`config.mk`:
```
export PLATFORM = sky130hd
export DESIGN_NAME = vedic_prod_acc
export DESIGN_NICKNAME = d
export VERILOG_FILES = /design/src/rtl/vedic_pkg.sv /design/src/rtl/vedic_acc_add.sv /design/src/rtl/vedic_prod_acc.sv
export SDC_FILE = /design/constraint.sdc
export NUM_CORES = 1
export LEC_CHECK = 0
export BUFFER_PORTS_ARGS = -buffer_cell sky130_fd_sc_hd__clkbuf_2
export CAP_MARGIN = 20
export CORE_MARGIN = 2
export CORE_UTILIZATION = 60
export DETAILED_ROUTE_END_ITERATION = 8
export GPL_ROUTABILITY_DRIVEN = 0
export HOLD_SLACK_MARGIN = 0.15
export PLACE_DENSITY = 0.87
export SKIP_LAST_GASP = 1
export SLEW_MARGIN = 20
export SYNTH_ARGS = -nofsm -noshare
export SYNTH_HDL_FRONTEND = slang
export SYNTH_SLANG_ARGS = --single-unit
```
`constraint.sdc`:
```
create_clock -name clk -period 6.3 [get_ports clk]
set_clock_uncertainty 0.2 [all_clocks]
set_input_delay 0 -clock clk [delete_from_list [all_inputs] [get_ports clk]]
set_output_delay 0 -clock clk [all_outputs]
set_load 0.02 [all_outputs]
```
`src/rtl/vedic_pkg.sv`:
```
// Shared constants and FSM state type for the Vedic product accumulator.
// Optional feature macro: VEDIC_ACC_SAT_EN (saturating accumulation).
package vedic_pkg;

    localparam int PROD_W = 24;

    typedef enum logic [1:0] {
        IDLE = 2'd0,
        ACC  = 2'd1,
        HOLD = 2'd2
    } state_t;

endpackage

```
`src/rtl/vedic_acc_add.sv`:
```
// Accumulator adder: zero-extended 24-bit product plus running sum, with carry out.
// Macro VEDIC_ACC_SAT_EN selects clamp-to-all-ones on carry instead of wrapping.
module vedic_acc_add
    import vedic_pkg::*;
#(
    parameter int ACC_W = 32
) (
    input  logic [ACC_W-1:0]  acc,
    input  logic [PROD_W-1:0] prod,
    output logic [ACC_W-1:0]  sum,
    output logic              carry
);

    logic [ACC_W:0] w_full;

    assign w_full = {1'b0, acc} + {{(ACC_W + 1 - PROD_W){1'b0}}, prod};
    assign carry  = w_full[ACC_W];

`ifdef VEDIC_ACC_SAT_EN
    // Once clamped, any further nonzero product carries again, so it stays clamped.
    assign sum = w_full[ACC_W] ? {ACC_W{1'b1}} : w_full[ACC_W-1:0];
`else
    assign sum = w_full[ACC_W-1:0];
`endif

endmodule

```
`src/rtl/vedic_prod_acc.sv`:
```
// Run-length product accumulator: sums len upstream products and holds the result.
// Saturation instead of wrap is enabled by macro VEDIC_ACC_SAT_EN (see vedic_acc_add).
//
// Handshakes: a product moves when prod_valid && prod_ready on a rising edge;
// the result moves when res_valid && res_ready; valid never waits on ready.
module vedic_prod_acc
    import vedic_pkg::*;
#(
    parameter int ACC_W = 32,
    parameter int LEN_W = 8
) (
    input  logic              clk,
    input  logic              rst_n,
    input  logic              start,
    input  logic [LEN_W-1:0]  len,
    input  logic              prod_valid,
    input  logic [PROD_W-1:0] prod,
    output logic              prod_ready,
    output logic              res_valid,
    input  logic              res_ready,
    output logic [ACC_W-1:0]  res,
    output logic              ovf,
    output logic              busy,
    output logic [1:0]        dbg_state
);

    state_t             r_state;
    state_t             w_state_nxt;
    logic [ACC_W-1:0]   r_acc;
    logic [LEN_W-1:0]   r_cnt;
    logic               r_ovf;
    logic               w_xfer;
    logic               w_last;
    logic [ACC_W-1:0]   w_sum;
    logic               w_carry;

    vedic_acc_add #(
        .ACC_W (ACC_W)
    ) u_add (
        .acc   (r_acc),
        .prod  (prod),
        .sum   (w_sum),
        .carry (w_carry)
    );

    assign w_xfer = prod_valid && (r_state == ACC);
    assign w_last = (r_cnt == LEN_W'(1));

    always_ff @(posedge clk or negedge rst_n) begin
        if (!rst_n) begin
            r_state <= IDLE;
        end else begin
            r_state <= w_state_nxt;
        end
    end

    always_comb begin
        w_state_nxt = r_state;
        case (r_state)
            IDLE: if (start) w_state_nxt = (len == '0) ? HOLD : ACC;
            ACC:  if (w_xfer && w_last) w_state_nxt = HOLD;
            HOLD: if (res_ready) w_state_nxt = IDLE;
            default: w_state_nxt = IDLE;
        endcase
    end

    // Start is only honoured in IDLE, so a start coincident with the result
    // handshake (state HOLD) is dropped.
    always_ff @(posedge clk or negedge rst_n) begin
        if (!rst_n) begin
            r_acc <= '0;
            r_cnt <= '0;
            r_ovf <= 1'b0;
        end else if (r_state == IDLE && start) begin
            r_acc <= '0;
            r_cnt <= len;
            r_ovf <= 1'b0;
        end else if (w_xfer) begin
            r_acc <= w_sum;
            r_cnt <= r_cnt - LEN_W'(1);
            r_ovf <= r_ovf | w_carry;
        end
    end

    assign prod_ready = (r_state == ACC);
    assign res_valid  = (r_state == HOLD);
    assign busy       = (r_state != IDLE);
    assign res        = r_acc;
    assign ovf        = r_ovf;
    assign dbg_state  = r_state;

endmodule

```
# Word-level counts from Yosys, hierarchy flattened
# Index checks and enable logic that the tools add are counted.
# classes
reduce_logical	8
multipliers	0
n_mux	11
add_sub_neg	2
n_eq_ne	6
n_lt_le_gt_ge	0
bitwise	1
div	0
shift	0
# op_table
op	count
32-bit 2-to-1 mux	2
32-bit by 24-bit adder with 33-bit output	1
8-bit 2-to-1 mux	2
8-bit by 1-bit == test with 1-bit output (second input constant)	1
8-bit zero test	1
2-bit 2-to-1 mux	4
8-bit by 1-bit subtractor with 8-bit output (second input constant)	1
2-bit case mux with 3 select lines	1
2-bit by 1-bit != test with 1-bit output (second input constant)	2
2-bit nonzero test	2
1-bit logical AND	3
3-bit AND reduction	1
2-bit by 1-bit == test with 1-bit output (second input constant)	1
2-bit == test (second input constant)	1
2-bit zero test	1
1-bit 2-to-1 mux	2
2-bit != test (second input constant)	1
1-bit OR	1
# word_totals
latch_bits	0
romBits	0
in_bits	37
mem_count	0
output_inout_bits	38
ram_bits	0
wordCells	32
register_bits	43

# Depth between registers and ports, before layout
# depth
ltp_word	5
ltp_mapped	8
ltp_nobuf	8

# Hierarchy
# From an unflattened synthesis, not the netlist that was laid out.
# unflattened
hier_cells	350
area_unflattened_um2	3288.2
# modules_own_cells
mod	seq_area_each_um2	area_per_inst_um2	cells_per_inst	n_inst
vedic_prod_acc	1076.0	1828.0	146	1
vedic_acc_add	0.0	1460.2	204	1

# Least setup slack after synthesis
# OpenSTA, ideal clock, no wires.
# synth_path
path_kind	reg-to-reg
startpoint	reg r_acc[0] (netlist: res[0])
endpoint	reg r_acc[22] (netlist: res[22])
t_arrival_ps	2504
n_path_buf	0
required_time_ps	5969
setup_ps	131
setup_slack_ps	3465
path_stages_with_launch	9
path_cell_list	dfrtp_1 -> ha_1 -> fa_1 -> a21o_1 -> a311o_1 -> and3_1 -> o211ai_2 -> a211oi_1 -> or3_1
# synth_via
elab_chain_len	3
# synth_lines
element	line_no	source
start: declaration	vedic_prod_acc.sv:29	logic [ACC_W-1:0] r_acc;
start signal: assignment	vedic_prod_acc.sv:79	r_acc <= w_sum;
32-bit by 24-bit adder with 33-bit output	vedic_acc_add.sv:16	assign w_full = {1'b0, acc} + {{(ACC_W + 1 - PROD_W){1'b0}}, prod};
32-bit 2-to-1 mux	vedic_prod_acc.sv:78	end else if (w_xfer) begin
32-bit 2-to-1 mux	vedic_prod_acc.sv:74	end else if (r_state == IDLE && start) begin
# No other way between the ends. The select of a mux whose other input is x is not followed.
# A chain may end at the register's enable or synchronous reset.

# Worst setup path in the final report
# layout_path
startpoint	reg r_acc[0] (netlist: res[0])
endpoint	reg r_acc[8] (netlist: res[8])
# The elaborated chain is that of the path after synthesis.

==> impl_metrics.yaml <==
run_status:
  status: "finished, final reports clean"
layout:
  final_util_pct: 78.2
  drive_gt1_share_pct: 17.8
  n_antenna_cell: 0
  area_delta_synth_final_pct: 26.3
  fin_cells: 594
  most-common-layout-cells: "clkbuf_2 (74), nand2_1 (60), dfrtp_1 (43)"
  layout_commonest_cell: "clkbuf_2"
  final_nets: 585
  num-fill-cells: 392
floorplanning:
  pin_count: 75
  die_area_um2: 6300
  num_rows: 27
  initial_core_util_pct: 61.9
  core_area_um2: 5510
  die_height_um: 79.4
  die_w_um: 79.4
clocking:
  post_cts_buffers: 0
  htreeDepth: 2
  clkTransAtPathRegs_ps: 90
  cts_buffers: 5
  clk_path_buf_depth: 2
  clock_latency_ps: 310
  root_buffer: "clkbuf_8"
  cts_tree: "yes"
  clock-sinks: 43
timing:
  layout_worst_path_cycle_share_pct: 51.3
  worstMarginPinSlew_ps: 1080
  finalHoldWorstSlack_ps: 185
  min_period_ps: 3230
  clock.fmax_mhz: 309
  grt_setup_unrepaired: "no"
  setup_violations: 0
  slew_headroom_pct: 27.8
  drv_slew: 0
  tns_ps: 0
  hold_viol: 0
synth:
  yosysSeqAreaShare_pct: 31.6
  ys_warn_count: 0
  yosys_most_used_dff: "dfrtp_1"
  async_flop_share_pct: 100
  avgSynthCellArea_um2: 8.26
  syn_inst: 413
  syn_nets: 477
  synth_cell_types: 56
  synth-edff-count: 0
  synth_area_um2: 3410
  synth_seq_cells: 43
setup_path:
  arrival_ps: 3200
  crit_path_start: "res[0]"
  worst_r2r_path_depth: 9
  crit_type: "register to register"
  path_max_fanout: 4
  crit_path_end_kind: "register"
  cp-start-kind: "register"
  r2r-end: "res[8]"
  required_ps: 6270
  endpoint: "res[8]"
  ff2ff_setup_slack_ps: 3070
  worstReg2RegStart: "res[0]"
detailed_routing:
  wire_per_inst_um: 16.0
  drt_iter0_markers: 390
  firstDrtPassIters: 5
  route.detailed.drc: 0
  avgViaCountPerCell: 6.30
  vias: 3742
  postRouteWirelength_mm: 9.48
  final_antenna_net_count: 0
grt:
  gr-total-overflow: 0
  grt_max_degree: 44
  antenna_found_initial: 0
  grt_pass1_wl_mm: 16.0
  grt_pass1_vias: 3565
  track_usage_pct: 31.7
power:
  power_frac_seq_pct: 25.7
  finalPower_mw: 1.84
  power_frac_clock_pct: 10.0
  switchingPower_mw: 0.919
  intPower_mw: 0.918
  p_leak_nw: 2.02
  ir_drop_uv: 245
  p_sw_share_pct: 50.0
  p_comb_share_pct: 64.4
  power.density_nw_per_um2: 426
min_path:
  hp-class: "input pin to register"
placement:
  dp_hpwl_mm: 6.54
  io_buffers: 74
  dp.cells: 547
flow_run:
  cap_viol_max_count: 0
==> sequential cells by signal, summed over array words and instances (netlist names) <==
name and cells:
res 32, ovf 1, dbg_state 2, r_cnt 8
==> per-layer routing <==
layer	wire (um)	global-route usage, %	vias up
met5	0	0	-
met4	217	10.9	0
met3	643	4.98	24
met2	4670	55.1	180
met1	3950	40.2	1756
li1	-	-	1782
==> how the worst min path moves through the flow <==
stage	startpoint	slack [ps]	cells past startpoint	endpoint
global placement	rst_n	-80	2	res[15]
global route	prod[10]	230	5	res[10]
CTS	prod[10]	170	5	res[10]
finish	prod[10]	180	5	res[10]
detailed placement	rst_n	-80	2	res[15]
floorplan	rst_n	-500	0	dbg_state[0]
==> worst max-delay path, stage by stage (launching register included) <==
cell and delay (ps):
dfrtp_1 400, ha_1 220, fa_1 420, a21o_1 240
a311oi_1 330, o21ai_0 150, a21oi_1 290, xor2_1 210
dlygate4sd3_1 570, o21ai_0 80
==> through the flow <==
stage	cell area, um2	setup slack, ps
floorplan	3410	3460
global placement	3830	3450
detailed placement	3830	3390
CTS	4310	3140
global route	4310	2820
finish	4310	3070
==> cell type report <==
cell class                 instances  area (um2)  share of cell area (%)
clock inverter                     2        12.5                   0.290
clock buffer                       6        72.6                    1.68
sequential                        43        1080                    25.0
inverter                           9        33.8                   0.784
tap                               72        90.1                    2.09
timing repair buffer             116         783                    18.2
multi-input combinational        346        2240                    52.0
==> Yosys cell counts (all sizes together) (2+ instances only) <==
master	n	share of area [%]
or4	5	1.1
and3	5	0.92
xnor2	7	1.8
or2	4	0.73
inv	9	0.99
a22oi	3	0.66
and4	3	0.77
dfrtp	43	32
o211ai	10	2.3
clkbuf	12	1.3
a22o	2	0.51
nand2b	2	0.37
mux2i	6	1.8
nand3	14	2.1
a21boi	2	0.44
a31oi	3	0.55
a21oi	34	5.1
nor4	4	0.73
nor2b	5	0.92
a311o	2	0.59
a32o	4	1.2
o311ai	3	0.77
nand2	60	6.6
a221o	6	1.8
and2	8	1.5
buf	3	0.44
a211oi	9	2.0
nor3	7	1.0
a311oi	2	0.51
o2111ai	2	0.51
ha	26	9.5
nand4	7	1.3
nor2	23	2.6
o221ai	3	0.77
a21o	5	1.1
o21a	3	0.66
or3	7	1.3
xor2	5	1.3
o21ai	42	6.2
==> cell families after synthesis <==
group / share of synthesized area (%)
AO/OA/AOI/OAI: 27.5
XOR/XNOR: 3.08
adder cells (fa/ha/maj): 10.1
buffers and inverters: 2.75
flip-flops: 31.6
multiplexers: 1.76
AND/OR/NAND/NOR: 23.3
==> power by group through the flow <==
stage               logic (mW)  registers (mW)  clock network, mW
floorplan                0.727           0.545                  0
global placement          1.07           0.466                  0
detailed placement        1.10           0.474                  0
CTS                       1.16           0.468              0.185
global route              1.30           0.483              0.194
finish                    1.18           0.472              0.183
==> what timing repair did <==
action | in CTS | in global routing
hold buffers | 39 | 0
hold endpoints to repair | 79 | 0
resized for setup | 0 | 0
Note: power is estimated with default switching activity, not from simulation.
